$ cat src/rtl/mem_boot_loader_if.sv
// mem_boot_loader_if: byte stream input plus the RAM MFA/MOC write port of the boot loader
interface mem_boot_loader_if #(
    parameter int ADDR_W   = 9,
    parameter int IN_BYTES = 1
);
    logic                  in_valid;
    logic                  in_ready;
    logic [8*IN_BYTES-1:0] in_data;
    logic                  mem_mfa;
    logic                  mem_rw;
    logic [ADDR_W-1:0]     mem_addr;
    logic [7:0]            mem_wdata;
    logic                  mem_moc;

    modport master (
        input  in_valid, in_data, mem_moc,
        output in_ready, mem_mfa, mem_rw, mem_addr, mem_wdata
    );

    modport slave (
        output in_valid, in_data, mem_moc,
        input  in_ready, mem_mfa, mem_rw, mem_addr, mem_wdata
    );
endinterface

$ cat src/rtl/mem_boot_loader.sv
// mem_boot_loader: streams a byte-packed program image into byte-addressed RAM over MFA/MOC, holding the CPU until loaded
module mem_boot_loader #(
    parameter int ADDR_W      = 9,
    parameter int IN_BYTES    = 1,
    parameter bit BIG_ENDIAN  = 1'b1,
    parameter int MOC_TIMEOUT = 15
) (
    input  logic              clk,
    input  logic              clear,
    input  logic              start,
    input  logic [ADDR_W-1:0] base_addr,
    input  logic [ADDR_W:0]   byte_count,
    mem_boot_loader_if.master bus,
    output logic              cpu_hold,
    output logic              done,
    output logic              error,
    output logic [ADDR_W:0]   bytes_loaded
);
    localparam int LW = IN_BYTES > 1 ? $clog2(IN_BYTES) : 1;
    localparam int TW = MOC_TIMEOUT > 0 ? $clog2(MOC_TIMEOUT + 1) : 1;

    typedef enum logic [2:0] {IDLE, ACCEPT, WRITE, WAIT_MOC, DONE, ERR} state_t;

    state_t                state;
    logic [ADDR_W-1:0]     ptr;
    logic [ADDR_W:0]       remaining;
    logic [LW-1:0]         lane;
    logic [TW-1:0]         tmo;
    logic [8*IN_BYTES-1:0] beat;
    logic [8*IN_BYTES-1:0] ordered;
    logic                  last_byte;
    logic                  last_lane;

    // reorder the beat so lane 0 sits in the low byte; the writer then just shifts right
    for (genvar g = 0; g < IN_BYTES; g++) begin : g_lane
        assign ordered[8*g +: 8] = BIG_ENDIAN ? bus.in_data[8*(IN_BYTES-1-g) +: 8] : bus.in_data[8*g +: 8];
    end

    assign last_byte = remaining == (ADDR_W+1)'(1);
    assign last_lane = lane == LW'(IN_BYTES - 1);

    // loader FSM; every output is a register
    always_ff @(posedge clk) begin
        if (clear) begin
            state         <= IDLE;
            cpu_hold      <= 1'b1;
            done          <= 1'b0;
            error         <= 1'b0;
            bytes_loaded  <= '0;
            bus.in_ready  <= 1'b0;
            bus.mem_mfa   <= 1'b0;
            bus.mem_rw    <= 1'b0;
            bus.mem_addr  <= '0;
            bus.mem_wdata <= '0;
            ptr           <= '0;
            remaining     <= '0;
            lane          <= '0;
            tmo           <= '0;
            beat          <= '0;
        end else begin
            case (state)
                IDLE, DONE: if (start) begin
                    ptr          <= base_addr;
                    remaining    <= byte_count;
                    bytes_loaded <= '0;
                    done         <= byte_count == '0;
                    cpu_hold     <= byte_count != '0;
                    bus.in_ready <= byte_count != '0;
                    state        <= byte_count == '0 ? DONE : ACCEPT;
                end
                ACCEPT: if (bus.in_valid) begin
                    beat         <= ordered;
                    lane         <= '0;
                    bus.in_ready <= 1'b0;
                    state        <= WRITE;
                end
                WRITE: begin
                    bus.mem_addr  <= ptr;
                    bus.mem_wdata <= beat[7:0];
                    bus.mem_mfa   <= 1'b1;
                    bus.mem_rw    <= 1'b0;
                    tmo           <= '0;
                    state         <= WAIT_MOC;
                end
                WAIT_MOC: if (bus.mem_moc) begin
                    bus.mem_mfa  <= 1'b0;
                    ptr          <= ptr + 1'b1;
                    remaining    <= remaining - 1'b1;
                    bytes_loaded <= bytes_loaded + 1'b1;
                    beat         <= beat >> 8;
                    lane         <= lane + 1'b1;
                    done         <= last_byte;
                    cpu_hold     <= !last_byte;
                    bus.in_ready <= !last_byte && last_lane;
                    state        <= last_byte ? DONE : last_lane ? ACCEPT : WRITE;
                end else if (tmo == TW'(MOC_TIMEOUT)) begin
                    bus.mem_mfa <= 1'b0;
                    error       <= 1'b1;
                    state       <= ERR;
                end else begin
                    tmo <= tmo + 1'b1;
                end
                default: ;
            endcase
        end
    end
endmodule

$ cat src/flat_wrapper.sv
// flat-port wrapper written by rule: the top's interface ports become plain ports
module mem_boot_loader_flat 
#(
    parameter int ADDR_W      = 9,
    parameter int IN_BYTES    = 1,
    parameter bit BIG_ENDIAN  = 1'b1,
    parameter int MOC_TIMEOUT = 15
)
  (clk, clear, start, base_addr, byte_count, cpu_hold, done, error, bytes_loaded, bus_in_valid, bus_in_data, bus_mem_moc, bus_in_ready, bus_mem_mfa, bus_mem_rw, bus_mem_addr, bus_mem_wdata);
  mem_boot_loader_if #(.ADDR_W(ADDR_W), .IN_BYTES(IN_BYTES)) bus_i ();
  input  logic clk;
  input  logic clear;
  input  logic start;
  input  logic [ADDR_W-1:0] base_addr;
  input  logic [ADDR_W:0] byte_count;
  output logic cpu_hold;
  output logic done;
  output logic error;
  output logic [ADDR_W:0] bytes_loaded;
  input wire logic [$bits(bus_i.in_valid)-1:0] bus_in_valid;
  input wire logic [$bits(bus_i.in_data)-1:0] bus_in_data;
  input wire logic [$bits(bus_i.mem_moc)-1:0] bus_mem_moc;
  output wire logic [$bits(bus_i.in_ready)-1:0] bus_in_ready;
  output wire logic [$bits(bus_i.mem_mfa)-1:0] bus_mem_mfa;
  output wire logic [$bits(bus_i.mem_rw)-1:0] bus_mem_rw;
  output wire logic [$bits(bus_i.mem_addr)-1:0] bus_mem_addr;
  output wire logic [$bits(bus_i.mem_wdata)-1:0] bus_mem_wdata;
  assign bus_i.in_valid = bus_in_valid;
  assign bus_i.in_data = bus_in_data;
  assign bus_i.mem_moc = bus_mem_moc;
  assign bus_in_ready = bus_i.in_ready;
  assign bus_mem_mfa = bus_i.mem_mfa;
  assign bus_mem_rw = bus_i.mem_rw;
  assign bus_mem_addr = bus_i.mem_addr;
  assign bus_mem_wdata = bus_i.mem_wdata;
  mem_boot_loader #(.ADDR_W(ADDR_W), .IN_BYTES(IN_BYTES), .BIG_ENDIAN(BIG_ENDIAN), .MOC_TIMEOUT(MOC_TIMEOUT)) u_core (.clk(clk), .clear(clear), .start(start), .base_addr(base_addr), .byte_count(byte_count), .bus(bus_i), .cpu_hold(cpu_hold), .done(done), .error(error), .bytes_loaded(bytes_loaded));
endmodule
$ cat config.mk
export PLATFORM = sky130hd
export DESIGN_NAME = mem_boot_loader_flat
export DESIGN_NICKNAME = d
export VERILOG_FILES = /design/src/rtl/mem_boot_loader_if.sv /design/src/rtl/mem_boot_loader.sv /design/src/flat_wrapper.sv
export SDC_FILE = /design/constraint.sdc
export NUM_CORES = 1
export LEC_CHECK = 0
export ABC_AREA = 1
export CORE_ASPECT_RATIO = 1.2
export CORE_MARGIN = 3
export CORE_UTILIZATION = 29
export DETAILED_ROUTE_END_ITERATION = 16
export HOLD_SLACK_MARGIN = 0.06
export SLEW_MARGIN = 20
export SYNTH_ARGS = -nofsm -noshare
export SYNTH_HDL_FRONTEND = slang
export SYNTH_SLANG_ARGS = --single-unit
$ cat constraint.sdc
create_clock -name clk -period 1.7 [get_ports clk]
set_input_delay 0.425 -clock clk [delete_from_list [all_inputs] [get_ports clk]]
set_output_delay 0.425 -clock clk [all_outputs]
set_load 0.03 [all_outputs]
==> results of run 1 <==
## cell usage in the layout, fill, tap and decap left out, drive strengths merged, types with 3 or more instances in the layout
master           n
nand2          137
nor2            48
o21ai           34
o211ai           3
dlygate4sd2     32
a21oi           60
clkbuf          12
nand3           55
inv             52
clkdlybuf4s50   31
dfxtp           67
buf             29
nor3             5
ha               5
nand4            9
## cell type report
type                       instances  area, um^2
fill                            1218        6670
multi-input combinational        367        1730
sequential                        67        1340
timing repair buffer              92         833
clock buffer                      12         256
inverter                          52         198
tap                              154         193
clock inverter                     4        25.0
## per-stage QoR
stage	cell area, um^2	hold slack [ps]	setup WS [ps]	total power [mW]	std cells
after CTS	4570	465	98.1	6.15	748
after detailed placement	4330	456	-171	4.41	732
after floorplan	3400	444	84.9	3.64	510
after global placement	4330	452	-159	4.37	732
after global routing	4570	476	9.40	6.55	748
final	4570	460	111	6.09	748
## worst reg2reg max path, cell delays in order, from the launching register on
cell and delay, ps:
dfxtp_1 380, ha_1 230, inv_1 50, nor3_1 330
nand3_2 130, nor2_1 150, nand2_1 70, nand2_1 60
nor2_1 40
## logic make-up (layout without fill, tap and decap cells)
family,after synthesis,in the layout,synth area share
AOI/OAI and AO/OA,102,102,0.155
xor gates and xnor gates,2,2,0.00516
adders and majority gates,5,5,0.0184
buffers and inverters,76,160,0.0972
DFF,67,67,0.395
other,1,1,0.00110
and+or+nand+nor,257,257,0.328
## what timing repair did
action / CTS / global route
setup endpoints to repair: 32 / 3
gates resized for setup: 32 / 3
hold buffers: 0 / 0
setup buffers: 0 / 0
endpoints found under the hold margin: 0 / 0
## report_power, final
part	switching (mW)	total [mW]	internal [mW]
combinational	1.38	2.21	0.839
sequential	0.274	2.13	1.86
clock	0.684	1.75	1.06
total	2.33	6.09	3.76
## flip-flops by register name, summed over array words and instances (netlist names)
signal and flops:
u_core.cpu_hold 1, u_core.bus.mem_mfa 1, u_core.beat 8, u_core.lane 1, u_core.tmo 4, u_core.bus.in_ready 1, u_core.error 1, u_core.remaining 10
u_core.state 3, u_core.done 1, u_core.bus.mem_wdata 8, u_core.ptr 9, u_core.bytes_loaded 10, u_core.bus.mem_addr 9
## metal layers
layer,routed length [um],part of all wire,vias to the layer above
met2,4320,0.46,99
met1,4390,0.47,1572
met3,530,0.057,11
met4,110,0.012,0
met5,0,0,-
li1,-,-,1825
## worst min path at each step
stage	depth (start not counted)	endpoint	slack, ps
2_1_floorplan	2	u_core.beat[0]$_SDFFE_PP0P_	440
3_3_place_gp	2	u_core.beat[7]$_SDFFE_PP0P_	450
3_5_place_dp	2	u_core.bus.mem_wdata[5]$_SDFFE_PP0P_	460
4_1_cts	2	u_core.bus.mem_addr[8]$_SDFFE_PP0P_	470
5_1_grt	2	u_core.beat[7]$_SDFFE_PP0P_	480
6_report	2	u_core.bus.mem_wdata[1]$_SDFFE_PP0P_	460
==> flow_summary.yaml, run 1 <==
status:
  status: "finished clean"
final_layout:
  drive_gt1_frac: 0.0976
  antenna_cells: 0
  nets: 626
  syn_to_final_growth_pct: 34.6
  final_util: 0.407
routing:
  firstDrtPassIters: 4
  vias: 3507
  detail-route-antenna-nets: 0
  initialDrtViolationCount: 178
  detail_route.wl_per_cell_um: 12.5
  viasPerCell: 4.69
  drc: 0
  finalWirelength_um: 9350
worst_setup_path:
  reg2reg_slack_ps: 170
  start_kind: "flip-flop"
  critical_path_required_ps: 1270
  slowest_delay_ps: 430
  reg2regPathDepth: 8
  critPathSlowestCell: "dlygate4sd2_1"
  timing.rr.end: "u_core.bytes_loaded[8]$_SDFFE_PP0P_"
  cp.depth: 1
  crit_chain: "dlygate4sd2_1"
  critical_path_class: "flip-flop to primary output"
  endpoint_kind: "primary output"
  r2r_start: "u_core.bytes_loaded[1]$_SDFFE_PP0P_"
  endpoint: "bytes_loaded[2]"
  critPathArrivalTime_ps: 1160
  cp_max_fo: 5
  path_buf_inv: 1
  startpoint: "u_core.bytes_loaded[2]$_SDFFE_PP0P_"
  crit_family: "buffers and inverters"
power:
  power.leakage_nw: 2.01
  ir_drop_mv: 0.477
  powerDensity_mw_per_mm2: 1330
timing:
  hold_viol: 0
  fin_skew_ps: 4.92
  layout_min_cycle_time_ps: 1590
  rsz0062_at_grt: "no"
  setup_violations: 0
  fmax_mhz: 629
  tns_ps: 0
  slew_viol_final: 0
  fin_crit_sh: 0.935
clock_network:
  clk_latency_ps: 330
  cts_tree: "done"
  cts_buffers: 9
  htreeDepth: 3
  clk_pin_slew_ps: 50
  cts_buffer_depth: 2
  clock-root-buffer: "clkbuf_16"
  cts_num_sinks: 67
grt:
  grtUsageMet2: 0.228
  grt_pass1_vias: 3292
  grt_max_degree: 30
  grt_overflow_total: 0
  track_usage: 0.143
  grt.busiest_layer: "met2"
  grt_pass1_wl_um: 15500
  grt_use_met3: 0.0332
  grt.met1_usage: 0.187
  antenna_found_initial: 0
yosys:
  yosysTopAreaCellShare: 0.395
  ys_seq_area_frac: 0.395
  syn_area_per_cell_um2: 6.66
  synth_flop_cell: "dfxtp_1"
  yosysMostFrequentCell: "nand2_1"
  synth_cells: 510
  synth.top_cells.by_area: "dfxtp_1 39%, nand2_1 15%, a21oi_1 8.8%"
  syn_nets: 547
  ys_top_cells_by_count: "133 x nand2_1, 67 x dfxtp_1, 60 x a21oi_1"
  yosys.area.top_type: "dfxtp_1"
  ys_ff_latch: 67
  yosysWarningCount: 0
  synth_area_mm2: 0.00340
  ys_types: 30
  async_flop_share: 0
  synth_edf_count: 0
flow_run:
  max_cap_viol_count: 0
floorplan:
  ios: 65
  core_area_mm2: 0.0112
  die_area_mm2: 0.0131
  die_height_um: 125
  die_w_um: 105
  rows: 42
  initial_core_util: 0.302
placed_design:
  gp_congestion: 0.883
  portBuffers: 63
  dp_hpwl_um: 6850
hold_path:
  hp-start: "u_core.bus.mem_wdata[1]$_SDFFE_PP0P_"
  hold_class: "flip-flop to flip-flop"
(Power assumes the default switching activity.)
==> inputs of run 2 (changes only) <==
RECOVER_POWER = 100   (was not set)
==> run 2 against run 1 <==
Count of clock-buffer cells in the layout did not move. Via count is 0.68% lower. Largest cell class unchanged. Design area fell by 0.41%. Critical path depth stayed put. Routed wire length is 0.42% higher. Utilization decreased by 0.17 points. Flip-flop and latch count did not move.
==> flow_summary.yaml, run 2 (synthesis results as in run 1) <==
worst_setup_path:
  endpoint_kind: "primary output"
  path_buf_inv: 1
  crit_chain: "dlygate4sd2_1"
  critPathArrivalTime_ps: 1160
  start_kind: "flip-flop"
  critPathSlowestCell: "dlygate4sd2_1"
  slowest_delay_ps: 420
  critical_path_class: "flip-flop to primary output"
  crit_family: "buffers and inverters"
  cp_max_fo: 5
  critical_path_required_ps: 1270
  reg2reg_slack_ps: 150
routing:
  detail_route.wl_per_cell_um: 12.6
  detail-route-antenna-nets: 0
  finalWirelength_um: 9390
  viasPerCell: 4.66
  vias: 3483
  firstDrtPassIters: 4
  initialDrtViolationCount: 155
  drc: 0
flow_run:
  max_cap_viol_count: 0
timing:
  setup_ws_ps: 117
  layout_min_cycle_time_ps: 1580
  fin_crit_sh: 0.931
  fmax_mhz: 632
  rsz0062_at_grt: "no"
  setup_violations: 0
  slew_viol_final: 0
  fin_skew_ps: 5.10
  hold_viol: 0
placed_design:
  placed_cell_area_mm2: 0.00433
  gp_congestion: 0.883
  dpl_worst_slack_ps: -171
  dp_hpwl_um: 6850
  portBuffers: 63
  dp.cells: 732
final_layout:
  final_common_cell: "nand2_1"
  drive_gt1_frac: 0.0892
  antenna_cells: 0
  area.sequential_mm2: 0.00134
  nFillCells: 1224
  finalNonFillerCells: 748
  multi_input_area_mm2: 0.00172
  nets: 626
  final_cell_mix: "135 x nand2_1, 66 x dfxtp_1, 60 x a21oi_1"
  final_area_mm2: 0.00456
  syn_to_final_growth_pct: 34.1
  reg.largest.list: "u_core.bytes_loaded: 10 flops, u_core.remaining: 10 flops"
clock_network:
  clock-root-buffer: "clkbuf_16"
  cts_tree: "done"
  htreeDepth: 3
  clk_latency_ps: 320
  clk_pin_slew_ps: 50
  cts_hold_buf: 0
  cts_buffers: 9
  cts_buffer_depth: 2
  cts_num_sinks: 67
grt:
  grt_max_degree: 30
  grt_pass1_vias: 3292
  grtUsageMet2: 0.228
  grt_use_met3: 0.0332
  grt_overflow_total: 0
  grt_pass1_wl_um: 15500
  track_usage: 0.143
  grt.met1_usage: 0.187
  antenna_found_initial: 0
  grt.busiest_layer: "met2"
power:
  finalPower_mw: 6.05
  powerDensity_mw_per_mm2: 1330
  ir_drop_mv: 0.476
  power.leakage_nw: 2.01
floorplan:
  die_w_um: 105
  die_area_mm2: 0.0131
  core_area_mm2: 0.0112
  rows: 42
  die_height_um: 125
  initial_core_util: 0.302
  ios: 65
hold_path:
  hold_class: "flip-flop to flip-flop"
status:
  status: "finished clean"
==> run 2: cell types whose count changed in the layout (fill, tap and decap cells not counted), moves of 2 or more <==
cell and delta:
buf_4 -3, clkbuf_2 +2, nand2_1 +2, nand2_2 -2, o21ai_0 +3, o21ai_1 -3
==> run 2: what timing repair did <==
action,CTS,global route
gates resized for setup,32,3
setup endpoints to repair,32,3
buffers inserted,0,0
gates cloned,0,0
==> run 2: area by class of cell <==
class                   instances  area share
clock inverters                 4     0.00549
clock buffers                  12      0.0563
flip-flops and latches         67       0.295
well taps                     154      0.0423
repair buffers                 92       0.181
multi-input cells             367       0.377
inverters                      52      0.0434
==> run 2: worst paths after layout <==
kind                                                            from                                   end  cells after the start
worst max-delay path             u_core.bytes_loaded[7]$_SDFFE_PP0P_                       bytes_loaded[7]                      1
worst min-delay path            u_core.bus.mem_wdata[1]$_SDFFE_PP0P_  u_core.bus.mem_wdata[1]$_SDFFE_PP0P_                      2
worst max register to register          u_core.state[1]$_SDFFE_PP0P_            u_core.ptr[6]$_SDFFE_PP0P_                      8
worst min register to register  u_core.bus.mem_wdata[1]$_SDFFE_PP0P_  u_core.bus.mem_wdata[1]$_SDFFE_PP0P_                      2
==> run 2: layer usage <==
metal / share of wire / vias up
li1: - / 1823
met1: 0.47 / 1560
met2: 0.47 / 91
met3: 0.053 / 9
met4: 0.0096 / 0
met5: 0 / -
==> run 2: worst min-delay path: stages (launching register included) <==
cell and delay [ps]:
dfxtp_1 310, nand2_1 60, a21oi_1 50
==> run 2: metrics by stage <==
step	setup TNS, ps	hold WS (ps)	util
2_1_floorplan	0	444	-
3_3_place_gp	-1940	452	0.385
3_5_place_dp	-2560	456	0.385
4_1_cts	0	465	0.406
5_1_grt	0	476	0.405
6_report	0	459	0.405
==> run 2: where the power goes <==
part           switching (mW)  total [mW]  internal, mW
Clock                   0.681        1.74          1.06
Sequential              0.272        2.13          1.86
Combinational            1.36        2.18         0.815
==> inputs of run 3 (changes only) <==
SETUP_SLACK_MARGIN = 0.5   (was not set)
clock period = 1.35 ns   (was 1.7 ns; I/O delays follow)
==> run 3 against run 2 <==
The flow now finishes with violations (setup timing). Cell count up 9.2%. Count of clock-buffer cells in the layout down 1. Die area unchanged. Setup slack worse by 190 ps. Clock skew up 4.2 ps. Global-route usage up 2.2 points. First-iteration DRC count up 41%. Via count up 14%.
==> flow_summary.yaml, run 3 (synthesis results as in run 1) <==
worst_setup_path:
  endpoint_kind: "flip-flop"
  reg2regPathDepth: 6
  timing.rr.end: "u_core.ptr[8]$_SDFFE_PP0P_"
  slowest_delay_ps: 380
  cp_max_fo: 4
  r2r_start: "u_core.ptr[1]$_SDFFE_PP0P_"
  crit_family: "flip-flops"
  critPathSlowestCell: "dfxtp_2"
  start_kind: "flip-flop"
  path_buf_inv: 0
  crit_chain: "ha_2 > nand3_2 > o21ai_0 > nand3_1 > nand2_1 > a21oi_1"
  critPathArrivalTime_ps: 1630
  critical_path_required_ps: 1550
  reg2reg_slack_ps: -70
  critical_path_class: "flip-flop to flip-flop"
status:
  status: "complete, but fails checks"
  violations: "setup timing"
power:
  p_comb_frac: 0.509
  power.switching_mw: 4.00
  internal_power_mw: 6.10
  finalPower_mw: 10.1
  clkPwrFrac: 0.214
  powerDensity_mw_per_mm2: 1650
  pwr-share-seq: 0.277
  p_sw_frac: 0.396
  ir_drop_mv: 0.788
  power.leakage_nw: 2.52
final_layout:
  final_util: 0.544
  antenna_cells: 0
  syn_to_final_growth_pct: 79.9
  final_area_mm2: 0.00611
  reg.largest.list: "u_core.bytes_loaded: 10 flops, u_core.remaining: 10 flops"
  final_cell_mix: "102 x nand2_1, 63 x buf_4, 39 x inv_1"
  final_common_cell: "nand2_1"
  drive_gt1_frac: 0.474
  nFillCells: 1050
  nets: 696
timing:
  layout_min_cycle_time_ps: 1420
  fmax_mhz: 703
  fin_skew_ps: 9.34
  holdWs_ps: 459
  slew_viol_final: 0
  hold_viol: 0
  setup_violations: 23
  rsz0062_at_grt: "yes"
  setup_ws_ps: -72.2
  fin_crit_sh: 1.05
routing:
  met2WireLength_um: 6030
  detail_route.wl_per_cell_um: 14.5
  firstDrtPassIters: 4
  finalWirelength_um: 11900
  wl_met3_um: 590
  initialDrtViolationCount: 219
  drc: 0
  vias: 3976
  drt-met1-wl_um: 4970
  viasPerCell: 4.87
  highest-signal-layer: "met4"
  detail-route-antenna-nets: 0
clock_network:
  clk_latency_ps: 340
  htreeDepth: 3
  cts_num_sinks: 67
  cts_buffer_depth: 2
  cts_buffers: 9
  cts_tree: "done"
  cts_hold_buf: 0
  clock-root-buffer: "clkbuf_16"
  clk_pin_slew_ps: 60
floorplan:
  ios: 65
  die_area_mm2: 0.0131
  rows: 42
  core_area_mm2: 0.0112
  die_height_um: 125
  initial_core_util: 0.302
  die_w_um: 105
hold_path:
  hold_class: "flip-flop to flip-flop"
  hp-start: "u_core.bus.mem_addr[6]$_SDFFE_PP0P_"
  whs_path_depth: 2
  min_to: "u_core.bus.mem_addr[6]$_SDFFE_PP0P_"
grt:
  grt_pass1_vias: 3844
  grt_max_degree: 26
  grt_pass1_wl_um: 17800
  track_usage: 0.165
  grt_overflow_total: 0
  antenna_found_initial: 0
placed_design:
  dpl_worst_slack_ps: -416
  dp_hpwl_um: 7250
  placed_cell_area_mm2: 0.00453
  gp_congestion: 0.878
  portBuffers: 63
flow_run:
  max_cap_viol_count: 0
-- run 3: worst max-delay path by stage --
stage	from	to	depth (start not counted)	slack (ps)
final	u_core.ptr[1]$_SDFFE_PP0P_	u_core.ptr[8]$_SDFFE_PP0P_	6	-70
after CTS	u_core.state[0]$_SDFFE_PP0P_	u_core.ptr[6]$_SDFFE_PP0P_	8	10
after global placement	byte_count[1]	u_core.bus.in_ready$_SDFFE_PP0P_	8	-360
after detailed placement	bus_mem_moc	u_core.beat[4]$_SDFFE_PP0P_	9	-420
after global routing	u_core.ptr[5]$_SDFFE_PP0P_	u_core.ptr[8]$_SDFFE_PP0P_	7	-130
after floorplan	u_core.state[1]$_SDFFE_PP0P_	u_core.ptr[4]$_SDFFE_PP0P_	9	100
-- run 3: power groups by stage --
stage	clock [mW]	combinational, mW	sequential (mW)
after global routing	2.30	5.55	2.84
final	2.16	5.14	2.80
after detailed placement	0	3.18	2.76
after floorplan	0	1.98	2.81
after CTS	2.21	4.15	2.76
after global placement	0	3.12	2.75
-- run 3: worst reg2reg max path: stages, from the launching register on --
cell and delay (ps):
dfxtp_2 380, ha_2 220, nand3_2 150, o21ai_0 280, nand3_1 130, nand2_1 70, a21oi_1 60
-- run 3: final cells by class --
cell class	instances	area [um^2]	area share
inverter	52	218	0.0356
clock inverter	4	25.0	0.00409
multi-input combinational	367	2360	0.387
tap	154	193	0.0315
timing repair buffer	162	1650	0.270
sequential	67	1420	0.232
clock buffer	11	243	0.0397
-- run 3: metrics by stage --
step           std cells  TNS, ps
6_report             817     -454
3_5_place_dp         749   -14390
3_3_place_gp         749   -12820
2_1_floorplan        510        0
5_1_grt              817    -2950
4_1_cts              797        0
-- run 3: what timing repair did --
| action | in CTS | in global routing |
|---|---|---|
| pin swaps | 41 | 44 |
| buffers inserted | 29 | 18 |
| endpoints found under the setup margin | 99 | 99 |
| cloned | 4 | 2 |
| resized for setup | 145 | 130 |
-- run 3: per-layer routing --
layer | vias up | global-route usage
li1 | 1967 | -
met1 | 1884 | 0.206
met2 | 103 | 0.277
met3 | 22 | 0.0347
met4 | 0 | 0.0664
met5 | - | 0
